`src/rtl/seq_register_execute_skid_pkg.sv`:
```
// Shared types and default widths for the execute-to-writeback skid stage register.
package seq_register_execute_skid_pkg;

    localparam int unsigned DefDataSize  = 32;
    localparam int unsigned DefInstrSize = 16;
    localparam int unsigned DefDestSize  = 3;

    // Encoding equals the occupancy reported on o_count.
    typedef enum logic [1:0] {
        StEmpty = 2'd0,
        StOne   = 2'd1,
        StFull  = 2'd2
    } state_e;

endpackage

```
`src/rtl/seq_stage_entry.sv`:
```
// One payload slot of the stage register: loads on demand, otherwise holds, cleared by reset.
module seq_stage_entry #(
    parameter int unsigned DATA_SIZE  = 32,
    parameter int unsigned INSTR_SIZE = 16,
    parameter int unsigned DEST_SIZE  = 3
) (
    input  logic                        clk,
    input  logic                        rst_n,
    input  logic                        load,
    input  logic [INSTR_SIZE-1:0]       d_instruction,
    input  logic                        d_data_source,
    input  logic [DEST_SIZE-1:0]        d_destination,
    input  logic signed [DATA_SIZE-1:0] d_result,
    input  logic                        d_register_file_write,
    output logic [INSTR_SIZE-1:0]       q_instruction,
    output logic                        q_data_source,
    output logic [DEST_SIZE-1:0]        q_destination,
    output logic signed [DATA_SIZE-1:0] q_result,
    output logic                        q_register_file_write
);

    always_ff @(posedge clk or negedge rst_n) begin
        if (!rst_n) begin
            q_instruction         <= '0;
            q_data_source         <= 1'b0;
            q_destination         <= '0;
            q_result              <= '0;
            q_register_file_write <= 1'b0;
        end else if (load) begin
            q_instruction         <= d_instruction;
            q_data_source         <= d_data_source;
            q_destination         <= d_destination;
            q_result              <= d_result;
            q_register_file_write <= d_register_file_write;
        end
    end

endmodule

```
`src/rtl/seq_register_execute_skid.sv`:
```
// EXECUTE->WRITEBACK stage register with valid/ready handshake, one-entry skid buffer,
// flush, global halt and a forwarding view of the head entry.
module seq_register_execute_skid
    import seq_register_execute_skid_pkg::*;
#(
    parameter int unsigned DATA_SIZE  = DefDataSize,
    parameter int unsigned INSTR_SIZE = DefInstrSize,
    parameter int unsigned DEST_SIZE  = DefDestSize
) (
    input  logic                        i_clk,
    input  logic                        i_rst_n,
    input  logic                        i_sys_halt,
    input  logic                        i_flush,
    input  logic                        i_valid,
    output logic                        o_ready,
    input  logic [INSTR_SIZE-1:0]       i_instruction,
    input  logic                        i_data_source,
    input  logic [DEST_SIZE-1:0]        i_destination,
    input  logic signed [DATA_SIZE-1:0] i_result,
    input  logic                        i_register_file_write,
    output logic                        o_valid,
    input  logic                        i_ready,
    output logic [INSTR_SIZE-1:0]       o_instruction,
    output logic                        o_data_source,
    output logic [DEST_SIZE-1:0]        o_destination,
    output logic signed [DATA_SIZE-1:0] o_result,
    output logic                        o_register_file_write,
    output logic [1:0]                  o_count,
    output logic                        o_fwd_valid,
    output logic [DEST_SIZE-1:0]        o_fwd_destination,
    output logic signed [DATA_SIZE-1:0] o_fwd_result
);

    state_e state_q, state_d;

    logic head_valid, skid_valid;
    logic accept, release_head;
    logic head_load, skid_load;

    logic [INSTR_SIZE-1:0]       head_instruction, skid_instruction, head_in_instruction;
    logic                        head_data_source, skid_data_source, head_in_data_source;
    logic [DEST_SIZE-1:0]        head_destination, skid_destination, head_in_destination;
    logic signed [DATA_SIZE-1:0] head_result, skid_result, head_in_result;
    logic                        head_rf_write, skid_rf_write, head_in_rf_write;

    assign head_valid   = (state_q != StEmpty);
    assign skid_valid   = (state_q == StFull);
    assign o_ready      = ~skid_valid;
    assign accept       = i_valid & o_ready & ~i_sys_halt;
    assign release_head = head_valid & i_ready & ~i_sys_halt;

    // Head refills from the skid slot when it holds data, otherwise from the input.
    assign head_load = ~i_flush & ((accept & (~head_valid | release_head)) |
                                   (skid_valid & release_head));
    assign skid_load = ~i_flush & accept & head_valid & ~release_head;

    assign head_in_instruction = skid_valid ? skid_instruction : i_instruction;
    assign head_in_data_source = skid_valid ? skid_data_source : i_data_source;
    assign head_in_destination = skid_valid ? skid_destination : i_destination;
    assign head_in_result      = skid_valid ? skid_result      : i_result;
    assign head_in_rf_write    = skid_valid ? skid_rf_write    : i_register_file_write;

    always_ff @(posedge i_clk or negedge i_rst_n) begin
        if (!i_rst_n) begin
            state_q <= StEmpty;
        end else begin
            state_q <= state_d;
        end
    end

    always_comb begin
        state_d = state_q;
        if (i_flush) begin
            state_d = StEmpty;
        end else if (!i_sys_halt) begin
            unique case (state_q)
                StEmpty: if (accept) state_d = StOne;
                StOne: begin
                    if (accept && !release_head) begin
                        state_d = StFull;
                    end else if (!accept && release_head) begin
                        state_d = StEmpty;
                    end
                end
                StFull:  if (release_head) state_d = StOne;
                default: state_d = StEmpty;
            endcase
        end
    end

    seq_stage_entry #(
        .DATA_SIZE  (DATA_SIZE),
        .INSTR_SIZE (INSTR_SIZE),
        .DEST_SIZE  (DEST_SIZE)
    ) u_head (
        .clk                   (i_clk),
        .rst_n                 (i_rst_n),
        .load                  (head_load),
        .d_instruction         (head_in_instruction),
        .d_data_source         (head_in_data_source),
        .d_destination         (head_in_destination),
        .d_result              (head_in_result),
        .d_register_file_write (head_in_rf_write),
        .q_instruction         (head_instruction),
        .q_data_source         (head_data_source),
        .q_destination         (head_destination),
        .q_result              (head_result),
        .q_register_file_write (head_rf_write)
    );

    seq_stage_entry #(
        .DATA_SIZE  (DATA_SIZE),
        .INSTR_SIZE (INSTR_SIZE),
        .DEST_SIZE  (DEST_SIZE)
    ) u_skid (
        .clk                   (i_clk),
        .rst_n                 (i_rst_n),
        .load                  (skid_load),
        .d_instruction         (i_instruction),
        .d_data_source         (i_data_source),
        .d_destination         (i_destination),
        .d_result              (i_result),
        .d_register_file_write (i_register_file_write),
        .q_instruction         (skid_instruction),
        .q_data_source         (skid_data_source),
        .q_destination         (skid_destination),
        .q_result              (skid_result),
        .q_register_file_write (skid_rf_write)
    );

    assign o_valid               = head_valid;
    assign o_instruction         = head_instruction;
    assign o_data_source         = head_data_source;
    assign o_destination         = head_destination;
    assign o_result              = head_result;
    assign o_register_file_write = head_rf_write & head_valid;
    assign o_count               = state_q;
    assign o_fwd_valid           = head_rf_write & head_valid & ~head_data_source;
    assign o_fwd_destination     = head_destination;
    assign o_fwd_result          = head_result;

endmodule

```
`config.mk`:
```
export PLATFORM = sky130hd
export DESIGN_NAME = seq_register_execute_skid
export DESIGN_NICKNAME = d
export VERILOG_FILES = /design/src/rtl/seq_register_execute_skid_pkg.sv /design/src/rtl/seq_stage_entry.sv /design/src/rtl/seq_register_execute_skid.sv
export SDC_FILE = /design/constraint.sdc
export NUM_CORES = 1
export LEC_CHECK = 0
export ABC_AREA = 1
export CAP_MARGIN = 10
export CORE_ASPECT_RATIO = 0.75
export CORE_UTILIZATION = 45
export DETAILED_ROUTE_END_ITERATION = 7
export DONT_BUFFER_PORTS = 1
export SLEW_MARGIN = 20
export SYNTH_ARGS = -nofsm -noshare
export SYNTH_HDL_FRONTEND = slang
export SYNTH_SLANG_ARGS = --single-unit
```
`constraint.sdc`:
```
create_clock -name i_clk -period 2.4 [get_ports i_clk]
set_input_delay 0.12 -clock i_clk [delete_from_list [all_inputs] [get_ports i_clk]]
set_output_delay 0.12 -clock i_clk [all_outputs]
set_load 0.01 [all_outputs]
```
### Word-level counts from Yosys, hierarchy flattened

Index checks and enable logic that the tools add are counted.

| operators by class | value |
|---|---|
| eq/ne operators | 6 |
| muxes and demuxes | 12 |
| bitwise gates (word level) | 20 |
| reductions and logical operators | 7 |

Operators with widths:

| cell | number |
|---|---|
| 2-to-1 mux 32 bit | 1 |
| 2-to-1 mux 16 bit | 1 |
| AND 1 bit | 12 |
| 2-to-1 mux 2 bit | 6 |
| NOT 1 bit | 6 |
| case mux 2 bit (3 select lines) | 1 |
| != test 4 bit (second input constant) | 1 |
| AND reduction 4 bit | 1 |
| 2-to-1 mux 3 bit | 1 |
| != test 3 x 2 -> 1 bit (second input constant) | 1 |
| != test 3 bit (second input constant) | 1 |
| equality test 2 x 1 -> 1 bit (second input constant) | 1 |
| equality test 2 bit (second input constant) | 1 |
| logical AND 1 bit | 2 |
| logical NOT 1 bit | 2 |
| logical NOT 2 bit | 1 |
| 2-to-1 mux 1 bit | 2 |
| != test 2 x 1 -> 1 bit (second input constant) | 1 |
| bitwise OR 1 bit | 2 |
| nonzero test 2 bit | 1 |

| word-level totals | value |
|---|---|
| bits in registers | 108 |
| input port bits | 59 |
| output and inout bits | 93 |
| word-level logic and storage cells | 56 |

### Longest topological paths before layout

Gate-level depths: netlist of run 1.

| logic depth | value |
|---|---|
| depth in word-level cells | 11 |
| depth in mapped cells | 9 |
| depth with buffers taken out | 8 |

### Hierarchy

From an unflattened synthesis of run 1, not the netlist that was laid out.

| unflattened totals | value |
|---|---|
| cells, all modules | 695 |
| area, all modules | 5228.8 um2 |

By module, submodules not included:

| module | times used | cells each | area an instance (um2) | sequential area each (um2) |
|---|---|---|---|---|
| seq_stage_entry | 2 | 224 | 2037.0 | 1326.3 |
| seq_register_execute_skid | 1 | 247 | 1154.9 | 50.0 |

### Least setup slack after synthesis of run 1

OpenSTA, ideal clock, no wires.

| timing path | value |
|---|---|
| kind | register to register |
| start | reg state_q[1], in the netlist o_count[1] |
| end | reg u_head.q_result[24] |
| library setup time | 0.130 ns |
| data arrival time | 1.382 ns |
| required time | 2.270 ns |
| path slack | 0.888 ns |
| stages on the path, launching flop included | 8 |
| path buffers | 2 |
| period minus slack after synthesis | 1.512 ns |
| cell sequence | dfrtp_1 > inv_2 > nor2_2 > o211ai_2 > buf_2 > buf_2 > nand2_1 > o21ai_0 |

| on the way | value |
|---|---|
| cells in the longest elaborated chain, start to end | 7 |
| elaborated cells between the ends (all ways) | 14 |
| those cells by class | eq/ne (1); mux (1); bitwise (11); reduce/logical (1) |

RTL lines:

| element | line | RTL |
|---|---|---|
| start, declared | seq_register_execute_skid.sv:34 | `state_e state_q, state_d;` |
| start signal, assigned | seq_register_execute_skid.sv:65 | `state_q <= StEmpty;` |
| start signal, assigned | seq_register_execute_skid.sv:67 | `state_q <= state_d;` |
| nonzero test 2 bit or equality test 2 bit (tied branches) | seq_register_execute_skid.sv:46, seq_register_execute_skid.sv:47 |  |
| AND 1 bit or NOT 1 bit (tied branches) | seq_register_execute_skid.sv:50, seq_register_execute_skid.sv:48 |  |
| AND 1 bit, on equally long branches | seq_register_execute_skid.sv:50, seq_register_execute_skid.sv:49 |  |
| bitwise OR 1 bit or AND 1 bit (tied branches) | seq_register_execute_skid.sv:53, seq_register_execute_skid.sv:49 |  |
| AND 1 bit | seq_register_execute_skid.sv:53 | `assign head_load = ~i_flush & ((accept & (~head_valid \| release_head)) \|` |
| bitwise OR 1 bit | seq_register_execute_skid.sv:53 |  |
| AND 1 bit | seq_register_execute_skid.sv:53 |  |
| end signal, assigned | seq_stage_entry.sv:33 | `q_result <= d_result;` |
| end, declared | seq_stage_entry.sv:18 | `output logic signed [DATA_SIZE-1:0] q_result,` |

Parallel ways exist; a longest one is shown, timed or not.
A chain may end at the register's enable or synchronous reset.

### Worst setup path after layout of run 1

| timing path | value |
|---|---|
| start | reg state_q[0], in the netlist o_count[0] |
| end | reg u_skid.q_instruction[8] |

| on the way | value |
|---|---|
| cells in the longest elaborated chain, start to end | 7 |
| elaborated cells between the ends (all ways) | 11 |
| those cells by class | eq/ne (1); bitwise (9); reduce/logical (1) |

RTL lines:

| element | line | RTL |
|---|---|---|
| equality test 2 bit | seq_register_execute_skid.sv:47 | `assign skid_valid = (state_q == StFull);` |
| NOT 1 bit | seq_register_execute_skid.sv:48 | `assign o_ready = ~skid_valid;` |
| net o_ready | seq_register_execute_skid.sv:15 | `output logic o_ready,` |
| AND 1 bit (2 in series) | seq_register_execute_skid.sv:49 | `assign accept = i_valid & o_ready & ~i_sys_halt;` |
| AND 1 bit (3 in series) | seq_register_execute_skid.sv:55 | `assign skid_load = ~i_flush & accept & head_valid & ~release_head;` |
| end signal, assigned | seq_stage_entry.sv:30 | `q_instruction <= d_instruction;` |
| end, declared | seq_stage_entry.sv:15 | `output logic [INSTR_SIZE-1:0] q_instruction,` |

The timed path passes the listed nets, and every way through them passes these cells.

==> results of run 1 <==
-- per-stage QoR --
step                      area (sq um)  instances  util [%]  worst slack [ps]
after floorplan                   4920        588         -               888
after global placement            4740        662      45.4               615
after detailed placement          4740        662      45.4               543
after CTS                         5590        732      53.5               527
after global routing              5590        732      53.5               346
final                             5590        732      53.5               559
-- area by class of cell --
cell class                      count  share of cell area [%]
Clock buffer                       13                    4.83
Tap cell                          136                    3.04
Timing Repair Buffer               60                    10.9
Sequential cell                   108                    48.3
Clock inverter                      3                   0.783
Multi-Input combinational cell    352                    28.1
Inverter                           60                    4.03
-- path summary, 6_finish.rpt --
path                       cells after the start  slack, ps                           end                         start
setup / recovery                               6        560       u_skid.q_instruction[8]                    o_count[0]
hold / removal                                 0       -520                    o_count[0]                       i_rst_n
setup reg to reg                               6        560       u_skid.q_instruction[8]                    o_count[0]
hold reg to reg                                2        510  u_head.q_register_file_write  u_head.q_register_file_write
max in group asynchronous                      0       2770           u_head.q_result[23]                       i_rst_n
min in group i_clk                             2         20      u_head.q_instruction[15]             i_instruction[15]
-- metal layers --
layer	routed length [um]	vias to the layer above
met1	4640	1667
met2	4620	104
li1	-	1824
met4	38	0
met5	0	-
met3	700	2
-- cell usage after synthesis --
library cell / instances
o21ai_0: 152
o211ai_2: 1
nand3_1: 2
nor3_1: 2
nor3_4: 1
a22oi_1: 1
inv_1: 59
buf_6: 4
nor2_2: 1
buf_2: 10
nand2_2: 2
nand2_1: 172
o21ai_1: 7
nor2_1: 11
buf_4: 36
clkbuf_1: 18
inv_2: 1
dfrtp_1: 108
-- power by group through the flow --
stage	Combinational, mW	Clock, mW	Sequential [mW]
after CTS	1.57	1.57	3.57
final	1.55	1.52	3.56
after global routing	1.83	1.64	3.69
after global placement	1.42	0	3.56
after floorplan	1.74	0	3.29
after detailed placement	1.48	0	3.59
-- cell families (layout without fill, tap and decap cells) --
family	Yosys count	in the layout	synth area share, %
AOI/OAI and AO/OA	161	161	16.6
buffers and inverters	128	136	13.4
DFF	108	108	54.9
and+or+nand+nor	191	191	15.1
-- flip-flops by register name (all words and copies together) (netlist names) --
| name | count |
|---|---|
| u_head.q_data_source | 1 |
| u_head.q_instruction | 16 |
| u_head.q_register_file_write | 1 |
| u_skid.q_data_source | 1 |
| o_count | 2 |
| u_head.q_destination | 3 |
| u_head.q_result | 32 |
| u_skid.q_result | 32 |
| u_skid.q_destination | 3 |
| u_skid.q_instruction | 16 |
| u_skid.q_register_file_write | 1 |
==> flow_summary.ini, run 1 <==
[sta]
rsz0062_at_grt = no
whs_ps = -517
hold_violations = 108
drv_slew = 0
slew_headroom_pct = 67.2
post-route-min-period_ps = 1840
skew_ps = 6.34
fin_tns_setup_ps = 0
tightest_slew_ps = 488
setup_viol = 0
fmax_mhz = 543
fin_crit_sh_pct = 76.7

[global_routing]
grt_pass1_vias = 3328
grt_pass1_wl_um = 16100
grt_max_degree = 109
gr-max-usage-layer = met2
grt_overflow = 0
grt_usage_pct = 18.1
antenna_found_initial = 0
met3_usage_pct = 6.71
grt_util_met2_pct = 28.1
grt_util_met1_pct = 23.9

[final_layout]
diodes = 0
final_common_cell = nand2_1
fillers = 934
syn_to_final_growth_pct = 13.7
multi_input_area_sq_um = 1570
nets = 650
drive_gt1_share_pct = 4.53
most-common-layout-cells = 172 x nand2_1, 152 x o21ai_0, 108 x dfrtp_1
regArea_sq_um = 2700

[cts]
numCtsBuffers = 9
cts_tree = done
cts_setup_buffers = 0
cts_resized = 0
clk_latency_ps = 330
hold_buffers = 54
clkSlewWorstSetupHoldPaths_ps = 70
htree_levels = 3
clock-sinks = 108
cts_root_buffer = clkbuf_16
max-clock-path-buffers = 2

[job]
maxCapViolations = 0

[pwr]
swShare_pct = 37.0
cellPowerDensity_nw_per_um2 = 1190
p_seq_share_pct = 53.7
p_int_mw = 4.18
switchingPower_mw = 2.45
p_total_mw = 6.63
leakagePower_nw = 2.53
power_frac_comb_pct = 23.4
peakVddDrop_mv = 0.670
power_frac_clock_pct = 22.9

[drt]
wl_per_cell_um = 13.7
vias_per_cell = 4.91
drt_iter0_drc = 188
routed_wl_um = 9990
drtPass1Iterations = 4
ant_nets = 0
vias = 3597
drc = 0

[status]
failed_checks = negative hold slack
outcome = finished, violations left

[synth]
ys_warn_count = 0
synth_area_leaders = dfrtp_1 55%, o21ai_0 15%, nand2_1 13%
ys_ff_latch = 108
syn_inst = 588
ys_seq_area_share_pct = 54.9
synth.distinct_cells = 18
yosys.area.top_type = dfrtp_1
netlist_area_sq_um = 4920
syn_avg_cell_area_sq_um = 8.36
synth_nets = 647
synth_top_area_share_pct = 54.9

[floorplan]
die_h_um = 92.5
io_pins = 152
dieArea_sq_um = 11400
fp.dieW_um = 123
initial_core_util_pct = 47.1
core_area_sq_um = 10500
rows = 32

[placed_design]
dpl.hpwl_um = 6040
port_buffers = 0
finalWeightedCongestion = 0.776

[setup_path]
critPathMaxFanout = 56
required_ps = 2590
crit_top_cell = nand2_1
worstSetupEndpointType = flop
critPathBufInv = 2
crit_arrival_ps = 2030
worst_setup_path_start_kind = flop
path_delay_family = buffers and inverters
worstSetupPathType = flop to flop
cp_slowest_cell = dfrtp_1
cpPeakStageDelay_ps = 520
crit_chain = inv_1, nand2_1, nand2_1, nor3_4, buf_4, o21ai_0

[worst_hold_path]
hold_path_class = input port to asynchronous set/reset pin
Power figures use the tool's default switching activity.
==> run 2: changes to the inputs <==
Clock period 2.4 ns to 1.75 ns, I/O delays scaled along.
==> run 2 against run 1 <==
Net effect: the run still ends with negative hold slack left; power is 42% higher; via count is 1.0% higher; wire length is 0.60% lower; count of clock-buffer cells in the layout is 4 lower; first-iteration DRC count stayed put; sequential power is 37% higher; largest cell class unchanged; largest power group unchanged.
==> flow_summary.ini, run 2 (synthesized netlist as in run 1, its figures left out) <==
[status]
outcome = finished, violations left
failed_checks = negative hold slack

[cts]
numCtsBuffers = 9
cts_root_buffer = clkbuf_16
cts_tree = done
clock-sinks = 108
clk_latency_ps = 340
htree_levels = 3
clkSlewWorstSetupHoldPaths_ps = 70
max-clock-path-buffers = 2
hold_buffers = 54

[drt]
ant_nets = 0
routed_wl_um = 9930
vias = 3633
drtPass1Iterations = 4
drt_iter0_drc = 188
drc = 0
wl_per_cell_um = 13.5
vias_per_cell = 4.93

[setup_path]
r2r_slack_ps = 180
worst_setup_path_start_kind = flop
crit_arrival_ps = 1790
worstSetupPathType = flop to flop
worstSetupEndpointType = flop
required_ps = 1970
critPathMaxFanout = 28

[pwr]
p_total_mw = 9.41
leakagePower_nw = 2.58
cellPowerDensity_nw_per_um2 = 1640
peakVddDrop_mv = 0.801

[placed_design]
place_area_sq_um = 4800
dp_slack_ps = 104
finalWeightedCongestion = 0.765
port_buffers = 0
dpl.hpwl_um = 5960

[sta]
fin_tns_setup_ps = 0
post-route-min-period_ps = 1570
hold_violations = 108
fin_crit_sh_pct = 89.7
rsz0062_at_grt = no
skew_ps = 6.81
setup_viol = 0
whs_ps = -561
setup_ws_ps = 180
tightest_slew_ps = 445
fmax_mhz = 637
slew_headroom_pct = 70.1
drv_slew = 0

[global_routing]
grt_usage_pct = 18.2
grt_pass1_wl_um = 16100
grt_overflow = 0
grt_max_degree = 109
antenna_found_initial = 0
grt_pass1_vias = 3475

[final_layout]
diodes = 0
multi_input_area_sq_um = 1570
most-common-layout-cells = 172 x nand2_1, 152 x o21ai_0, 106 x dfrtp_1
largest_registers = u_head.q_result: 32 flops, u_skid.q_result: 32 flops
drive_gt1_share_pct = 5.82
syn_to_final_growth_pct = 16.6
fillers = 931
final_area_sq_um = 5740
regArea_sq_um = 2710
final_common_cell = nand2_1
nets = 655

[floorplan]
core_area_sq_um = 10500
rows = 32
dieArea_sq_um = 11400
initial_core_util_pct = 47.1
die_h_um = 92.5
io_pins = 152
fp.dieW_um = 123

[job]
maxCapViolations = 0

[worst_hold_path]
hold_path_class = input port to asynchronous set/reset pin
[run 2: changes by cell type in the layout (fill, tap and decap cells not counted), sizes merged]
cell / delta
buf: +4
clkbuf: -3
bufinv: +2
clkinvlp: +1
inv: +1
[run 2: final timing paths]
| kind | startpoint | to | cells after the start |
|---|---|---|---|
| worst max-delay path | o_count[1] | u_skid.q_result[19] | 7 |
| worst min-delay path | i_rst_n | u_head.q_instruction[1] | 0 |
| worst max register to register | o_count[1] | u_skid.q_result[19] | 7 |
| worst min register to register | u_head.q_register_file_write | u_head.q_register_file_write | 2 |
| max in group asynchronous | i_rst_n | u_head.q_result[21] | 0 |
| min in group i_clk | i_result[21] | u_head.q_result[21] | 2 |
[run 2: cell type report]
cell class,instances,share of cell area (%)
Inverter,60,3.93
Clock inverter,7,2.16
Timing Repair Buffer,65,12.5
Sequential cell,108,47.2
Clock buffer,9,3.93
Tap cell,136,2.97
Multi-Input combinational cell,352,27.4
[run 2: repair_timing]
item                                    4_1_cts  5_1_grt
resized for setup                             0        2
endpoints found under the setup margin        0       41
buffers inserted                              0        2
hold endpoints to repair                    208      108
[run 2: critical path, stage by stage (launching register included)]
cell	delay, ps
dfrtp_2	430
inv_2	90
nand2_2	130
nand2_2	110
nor3_4	210
buf_4	180
clkbuf_16	190
o21ai_0	90
[run 2: layer usage]
| layer | up-vias | part of all wire, % | GRT usage (%) |
|---|---|---|---|
| met5 | - | 0 | 0 |
| met4 | 0 | 0.36 | 4.88 |
| met3 | 2 | 7.8 | 6.22 |
| met2 | 121 | 46 | 30.3 |
| met1 | 1677 | 46 | 22.3 |
| li1 | 1833 | - | - |
[run 2: metrics by stage]
stage	util, %	hold slack, ps	instances
final	54.9	-561	737
after global routing	54.9	-591	737
after CTS	54.5	-579	734
after detailed placement	46.0	-205	664
after global placement	46.0	-205	664
after floorplan	-	-208	588
[run 2: power by group]
| group | internal [mW] | leakage, nW | switching [mW] |
|---|---|---|---|
| Sequential | 3.70 | 1.32 | 1.17 |
| Combinational | 0.878 | 1.10 | 1.34 |
| Clock | 1.41 | 0.166 | 0.908 |
==> run 3: changes to the inputs <==
Settings changed: CTS_BUF_LIST set to sky130_fd_sc_hd__clkbuf_2 sky130_fd_sc_hd__clkbuf_4 sky130_fd_sc_hd__clkbuf_8, CTS_CLUSTER_DIAMETER set to 30.
==> run 3 against run 2 <==
Net effect: the run still ends with negative hold slack left; highest routed layer unchanged; first-iteration DRC count grew 18%; hold slack lost 38 ps; worst setup slack lost 24 ps.
==> flow_summary.ini, run 3 (synthesized netlist as in run 1, its figures left out) <==
[drt]
routed_wl_um = 9970
vias = 3666
wl_per_cell_um = 13.5
drc = 0
ant_nets = 0
drtPass1Iterations = 6
drt_iter0_drc = 222
vias_per_cell = 4.97

[final_layout]
drive_gt1_share_pct = 5.81
final-instance-count-excl-fill = 738
diodes = 0
nets = 656
most-common-layout-cells = 172 x nand2_1, 152 x o21ai_0, 106 x dfrtp_1
syn_to_final_growth_pct = 14.8
fillers = 953
final_area_sq_um = 5650
final_common_cell = nand2_1
largest_registers = u_head.q_result: 32 flops, u_skid.q_result: 32 flops

[setup_path]
worstSetupEndpointType = flop
worstSetupPathType = flop to flop
critPathMaxFanout = 28
crit_chain = inv_2, nand2_2, nand2_2, nor3_4, buf_4, clkbuf_16, nand2_1, o21ai_0
r2r_slack_ps = 160
cp_slowest_cell = dfrtp_2
crit_arrival_ps = 1880
required_ps = 2040
r2r-start = o_count[1]
cpPeakStageDelay_ps = 450
worst_setup_path_start_kind = flop
r2r_cells = 8
crit_top_cell = nand2_2
r2r_end = u_skid.q_result[17]

[sta]
tightest_slew_ps = 446
fmax_mhz = 627
skew_ps = 8.43
hold_violations = 108
fin_crit_sh_pct = 91.1
whs_ps = -599
setup_viol = 0
slew_headroom_pct = 70.1
post-route-min-period_ps = 1590
drv_slew = 0
fin_tns_setup_ps = 0
rsz0062_at_grt = no

[floorplan]
initial_core_util_pct = 47.1
rows = 32
dieArea_sq_um = 11400
core_area_sq_um = 10500
io_pins = 152
die_h_um = 92.5
fp.dieW_um = 123

[global_routing]
grt_pass1_vias = 3453
grt_max_degree = 109
grt_usage_pct = 18.2
antenna_found_initial = 0
grt_pass1_wl_um = 16100
grt_overflow = 0

[worst_hold_path]
hold_path_class = input port to asynchronous set/reset pin

[cts]
clock-sinks = 108
numCtsBuffers = 9
hold_buffers = 55
max-clock-path-buffers = 2
cts_root_buffer = clkbuf_8
clk_latency_ps = 370
clkSlewWorstSetupHoldPaths_ps = 110
cts_tree = done
htree_levels = 3

[pwr]
leakagePower_nw = 2.54
peakVddDrop_mv = 0.792
cellPowerDensity_nw_per_um2 = 1580

[placed_design]
dp_cells = 664
port_buffers = 0
finalWeightedCongestion = 0.765
dpl.hpwl_um = 5960
place_area_sq_um = 4800

[status]
outcome = finished, violations left
failed_checks = negative hold slack

[job]
maxCapViolations = 0
## run 3: changes by cell type in the layout (fill, tap and decap cells not counted)
cell,delta
dlygate4sd3_1,+1
clkbuf_16,-9
clkbuf_8,+9
## run 3: worst max-delay path by stage
| stage | start | end | slack (ps) |
|---|---|---|---|
| floorplan | o_count[1] | u_head.q_result[24] | 240 |
| global placement | o_count[1] | u_skid.q_instruction[9] | 150 |
| detailed placement | o_count[1] | u_skid.q_instruction[12] | 100 |
| CTS | o_count[1] | u_skid.q_instruction[12] | 80 |
| global route | o_count[1] | u_skid.q_result[27] | 8 |
| finish | o_count[1] | u_skid.q_result[17] | 160 |
## run 3: what timing repair did
action                                  in CTS  in global routing
resized for setup                            0                  2
buffers inserted                             0                  2
endpoints found under the hold margin      216                108
endpoints found under the setup margin       0                 46
## run 3: worst max-delay path: cells and delay by family, from the launching register on
family,cells,cell delay (ps)
AOI/OAI and AO/OA,1,70
and+or+nand+nor,4,540
DFF,1,450
buffers and inverters,3,470
## run 3: cell type report
class	count	area [sq um]	share of cell area, %
clock buffers	9	124	2.19
flip-flops and latches	108	2710	47.9
repair buffers	66	726	12.9
clock inverters	7	124	2.19
multi-input cells	352	1570	27.8
well taps	136	170	3.01
inverters	60	225	3.99
## run 3: layer usage
layer | vias to the layer above | global-route usage [%] | share of wire (%)
met3 | 9 | 6.22 | 7.6
met5 | - | 0 | 0
li1 | 1836 | - | -
met2 | 120 | 29.6 | 46
met1 | 1701 | 22.8 | 46
met4 | 0 | 5.18 | 0.99
## run 3: power breakdown
group          internal, mW  leakage [nW]  switching, mW
logic                 0.880          1.10           1.35
registers              3.69          1.32           1.17
clock network         0.960         0.120          0.865
## run 3: per-stage QoR
stage               setup WS (ps)  power (mW)  util (%)
floorplan                     238        6.90         -
global placement              147        6.91      46.0
detailed placement            104        7.01      46.0
CTS                          79.6        8.98      53.6
global route                 8.25        9.68      54.0
finish                        156        8.91      54.0
